File: src/rtl/div_op_sequencer_pkg.sv
// Shared definitions for the divider front-end: FSM state encoding and the
// quotient fill value returned for a divide-by-zero.
package div_op_sequencer_pkg;

  typedef enum logic [1:0] {
    ST_IDLE   = 2'd0,
    ST_LAUNCH = 2'd1,
    ST_WAIT   = 2'd2,
    ST_RESULT = 2'd3
  } seq_state_e;

  // Wide all-ones pattern; users take the low WIDTH bits.
  localparam logic [63:0] DBZ_QUOT_FILL = '1;

endpackage

File: src/rtl/div_op_sequencer_watchdog.sv
// Cycle counter for the WAIT phase; flags expiry on the TIMEOUT-th counted cycle.
module div_watchdog #(
  parameter int TIMEOUT = 16
) (
  input  logic i_clk,
  input  logic i_rst,
  input  logic i_clr,
  input  logic i_en,
  output logic o_expire
);

  localparam int CW = $clog2(TIMEOUT) + 1;
  localparam logic [CW-1:0] LAST = CW'(TIMEOUT - 1);
  localparam logic [CW-1:0] CMAX = '1;

  logic [CW-1:0] cnt_q, cnt_d;

  always_comb begin
    cnt_d = cnt_q;
    if (i_clr) begin
      cnt_d = '0;
    end else if (i_en && (cnt_q != CMAX)) begin
      // Saturate instead of wrapping so a stuck enable can never re-arm expiry.
      cnt_d = cnt_q + 1'b1;
    end
  end

  always_ff @(posedge i_clk) begin
    if (i_rst) begin
      cnt_q <= '0;
    end else begin
      cnt_q <= cnt_d;
    end
  end

  assign o_expire = i_en && (cnt_q == LAST);

endmodule

File: src/rtl/div_op_sequencer.sv
// Front-end for the restoring divider: accepts operands, launches the divider,
// waits for done (with watchdog) and hands back quotient/remainder.
module div_op_sequencer
  import div_op_sequencer_pkg::*;
#(
  parameter int WIDTH   = 4,
  parameter int TIMEOUT = 16
) (
  input  logic             i_clk,
  input  logic             i_rst,
  input  logic             s_valid,
  output logic             s_ready,
  input  logic [WIDTH-1:0] s_dividend,
  input  logic [WIDTH-1:0] s_divisor,
  output logic             o_start,
  output logic [WIDTH-1:0] o_dividend,
  output logic [WIDTH-1:0] o_divisor,
  input  logic             i_done,
  input  logic [WIDTH-1:0] i_quotient,
  input  logic [WIDTH-1:0] i_remainder,
  output logic             m_valid,
  input  logic             m_ready,
  output logic [WIDTH-1:0] m_quotient,
  output logic [WIDTH-1:0] m_remainder,
  output logic             m_dbz,
  output logic             m_timeout,
  output logic [1:0]       o_state
);

  seq_state_e       state_q, state_d;
  logic [WIDTH-1:0] dividend_q, dividend_d;
  logic [WIDTH-1:0] divisor_q, divisor_d;
  logic [WIDTH-1:0] quot_q, quot_d;
  logic [WIDTH-1:0] rem_q, rem_d;
  logic             dbz_q, dbz_d;
  logic             tmo_q, tmo_d;
  logic             wd_clr, wd_en, wd_expire;

  div_watchdog #(
    .TIMEOUT (TIMEOUT)
  ) u_watchdog (
    .i_clk    (i_clk),
    .i_rst    (i_rst),
    .i_clr    (wd_clr),
    .i_en     (wd_en),
    .o_expire (wd_expire)
  );

  always_comb begin
    state_d    = state_q;
    dividend_d = dividend_q;
    divisor_d  = divisor_q;
    quot_d     = quot_q;
    rem_d      = rem_q;
    dbz_d      = dbz_q;
    tmo_d      = tmo_q;
    wd_clr     = 1'b0;
    wd_en      = 1'b0;
    case (state_q)
      ST_IDLE: begin
        if (s_valid) begin
          dividend_d = s_dividend;
          divisor_d  = s_divisor;
          dbz_d      = 1'b0;
          tmo_d      = 1'b0;
          if (s_divisor == '0) begin
            // Divide-by-zero never reaches the divider.
            quot_d  = DBZ_QUOT_FILL[WIDTH-1:0];
            rem_d   = s_dividend;
            dbz_d   = 1'b1;
            state_d = ST_RESULT;
          end else begin
            state_d = ST_LAUNCH;
          end
        end
      end
      ST_LAUNCH: begin
        wd_clr  = 1'b1;
        state_d = ST_WAIT;
      end
      ST_WAIT: begin
        wd_en = 1'b1;
        // done takes priority over a coincident watchdog expiry
        if (i_done) begin
          quot_d  = i_quotient;
          rem_d   = i_remainder;
          state_d = ST_RESULT;
        end else if (wd_expire) begin
          quot_d  = '0;
          rem_d   = '0;
          tmo_d   = 1'b1;
          state_d = ST_RESULT;
        end
      end
      ST_RESULT: begin
        if (m_ready) begin
          state_d = ST_IDLE;
        end
      end
      default: state_d = ST_IDLE;
    endcase
  end

  always_ff @(posedge i_clk) begin
    if (i_rst) begin
      state_q    <= ST_IDLE;
      dividend_q <= '0;
      divisor_q  <= '0;
      quot_q     <= '0;
      rem_q      <= '0;
      dbz_q      <= 1'b0;
      tmo_q      <= 1'b0;
    end else begin
      state_q    <= state_d;
      dividend_q <= dividend_d;
      divisor_q  <= divisor_d;
      quot_q     <= quot_d;
      rem_q      <= rem_d;
      dbz_q      <= dbz_d;
      tmo_q      <= tmo_d;
    end
  end

  assign s_ready     = (state_q == ST_IDLE) && !i_rst;
  assign o_start     = (state_q == ST_LAUNCH) && !i_rst;
  assign m_valid     = (state_q == ST_RESULT) && !i_rst;
  assign o_dividend  = dividend_q;
  assign o_divisor   = divisor_q;
  assign m_quotient  = quot_q;
  assign m_remainder = rem_q;
  assign m_dbz       = dbz_q;
  assign m_timeout   = tmo_q;
  assign o_state     = state_q;

endmodule

File: config.mk
export PLATFORM = sky130hd
export DESIGN_NAME = div_op_sequencer
export DESIGN_NICKNAME = d
export VERILOG_FILES = /design/src/rtl/div_op_sequencer_pkg.sv /design/src/rtl/div_op_sequencer_watchdog.sv /design/src/rtl/div_op_sequencer.sv
export SDC_FILE = /design/constraint.sdc
export NUM_CORES = 1
export LEC_CHECK = 0
export CAP_MARGIN = 0
export CORE_ASPECT_RATIO = 1.1
export CORE_MARGIN = 1.5
export CORE_UTILIZATION = 60
export DETAILED_ROUTE_END_ITERATION = 6
export DONT_BUFFER_PORTS = 1
export GPL_ROUTABILITY_DRIVEN = 0
export PLACE_DENSITY = 0.75
export SLEW_MARGIN = 25
export SYNTH_ARGS = -nofsm -noshare
export SYNTH_HDL_FRONTEND = slang
export SYNTH_SLANG_ARGS = --single-unit
File: constraint.sdc
create_clock -name i_clk -period 5.2 [get_ports i_clk]
set_clock_uncertainty 0.05 [all_clocks]
set_input_delay 0.26 -clock i_clk [delete_from_list [all_inputs] [get_ports i_clk]]
set_output_delay 0.26 -clock i_clk [all_outputs]
set_load 0.05 [all_outputs]
==> run metrics <==
run status completed; Rel. slew slack 37.4%; fin crit period 2550 ps; first-pass GRT wire length 3930 um; die area 2350 um2; Leak 0.502 nW; synthesized area per cell 8.75 um2; area delta synth->final 4.73%; Initial Utilization 62.8%; CTS Buf Count 3; setup TNS 0 ps; WL/cell 14.4 um; unrepaired setup endpoints after global routing false; Mapped Area 1240 um2; Crit. End Element flip-flop; synth unique cells 31; largest net degree at the start of global routing 17; antenna-violating nets left 0; Critical Setup Path Class reg -> reg; Hold Crit Class in -> reg; top cell type's share of synthesized area 40.3%; pwr dens 611 nW/um2; Post-Syn Nets 171; initial antenna violation count 0; first-pass iteration count of the detailed router 4; Tot GR Track Use 23.1%; Sink Count 25; vias in the first global route 960; CTS tree built; crit path launch type flip-flop; initial DRC count 12; max-slew violations 0; period utilization 49.1%; top cells by area, synth dfxtp_1 (40%), ha_1 (8.1%), nand2_1 (7.6%); Post-synth top flop dfxtp_1; DRC Markers 0; MaxCap Viol Count 0; share of cells above drive strength 1 7.75%; core area 1980 um2; post-cts resize count 0; row count 17; final hold viol count 0; Clk pin slew, worst setup/hold paths 130 ps; synth cell count leaders dfxtp_1 (25), nand2_1 (25), a21oi_1 (16); DRT Wirelength 2460 um; Inserted Diodes 0; worst-margin pin slew 937 ps; DP HPWL 1820 um; worst vdd ir 0.387 mV; Yosys top cell by area dfxtp_1; worst-skew pair later-pin latency 310 ps; Die Span Y 50.7 um; NumNets Final 172; I/O Buffers 0; Seq cells post-synth 25; total gr overflow 0; CTS HTree Levels 1; WHS 11.8 ps; CP Max Fanout 16; FFs w/ async S/R, synth 0%; Required @ worst endpoint 5370 ps; setup bufs post-CTS 0; critical path data arrival time 2720 ps; yosys synthesis warning count 0; Fmax 392 MHz; final setup fails 0; Die Wd 46.4 um; Avg Vias per Cell 5.72; root buffer cell clkbuf_4; vias post-DR 973; Syn Inst Count 142; register area share after synthesis 40.3%; EDFF count, synth 0; io pins 44; Clock Path Buffers 2
## cells by family (layout without fill, tap and decap cells)
group | count (synthesis) | after routing | synth area share, %
AND/OR/NAND/NOR | 58 | 58 | 23.4
AO/OA/AOI/OAI | 30 | 30 | 18.2
flip-flops | 25 | 25 | 40.3
buffers and inverters | 14 | 14 | 4.23
adder cells (fa/ha/maj) | 8 | 8 | 8.06
multiplexers | 5 | 5 | 4.43
XOR/XNOR | 2 | 2 | 1.41
## where the power goes
part           switching [mW]  internal [mW]  total [mW]  leakage (nW)
registers               0.193          0.241       0.435         0.204
clock network          0.0543         0.0300      0.0843        0.0150
logic                   0.161          0.115       0.276         0.283
## critical path, cell delays in order (launching register included)
cell and delay, ps:
dfxtp_1 730, ha_1 630, or3b_4 480, o2111ai_4 170, mux2_2 390
## area by class of cell
| cell class | instances | area [um2] |
|---|---|---|
| flip-flops and latches | 25 | 500 |
| repair buffers | 2 | 20.0 |
| inverters | 8 | 30.0 |
| multi-input cells | 103 | 689 |
| fillers | 178 | 677 |
| clock buffers | 4 | 26.3 |
| well taps | 28 | 35.0 |
## flip-flops by register name, indices dropped and copies added (netlist names)
register          flops
o_dividend            4
o_divisor             4
m_timeout             1
u_watchdog.cnt_q      5
m_quotient            4
m_dbz                 1
m_remainder           4
o_state               2
## cell usage in the layout (no fill, tap or decap), drive strengths merged, types with 3 or more instances in the layout
cell type,netlist,routed
a211oi,3,3
a21oi,16,16
a221oi,4,4
a31oi,3,3
clkbuf,5,4
dfxtp,25,25
ha,8,8
inv,8,8
mux2,4,4
nand2,25,25
nand2b,7,7
nand3,5,5
nor2,4,4
nor2b,7,7
## repair_timing
item / in CTS / in global routing
hold buffers: 1 / 1
setup endpoints to repair: 0 / 0
endpoints found under the hold margin: 16 / 1
## worst paths after layout
path / slack, ps / endpoint / depth (start not counted) / start
min: 10 / o_divisor[2] / 2 / s_divisor[2]
min reg2reg: 440 / u_watchdog.cnt_q[1] / 2 / u_watchdog.cnt_q[1]
max reg2reg: 2650 / m_remainder[1] / 4 / o_state[1]
max: 2650 / m_remainder[1] / 4 / o_state[1]
## per-layer routing
metal / up-vias / GRT usage, % / wire length (um) / share of wire [%]
met1: 449 / 26.0 / 987 / 40
li1: 484 / - / - / -
met2: 35 / 38.2 / 1210 / 49
met3: 5 / 7.19 / 212 / 8.6
met5: - / 0 / 0 / 0
met4: 0 / 10.5 / 43 / 1.8
## per-stage QoR
stage | util (%) | instances | setup WS [ps] | cell area [um2] | power, mW
4_1_cts | 65.3 | 169 | 2660 | 1290 | 0.797
2_1_floorplan | - | 142 | 3070 | 1240 | 0.669
3_3_place_gp | 63.4 | 164 | 2770 | 1250 | 0.698
5_1_grt | 65.8 | 170 | 2570 | 1300 | 0.845
3_5_place_dp | 63.4 | 164 | 2680 | 1250 | 0.711
6_report | 65.8 | 170 | 2650 | 1300 | 0.795
Note: power is estimated with default switching activity, not from simulation.
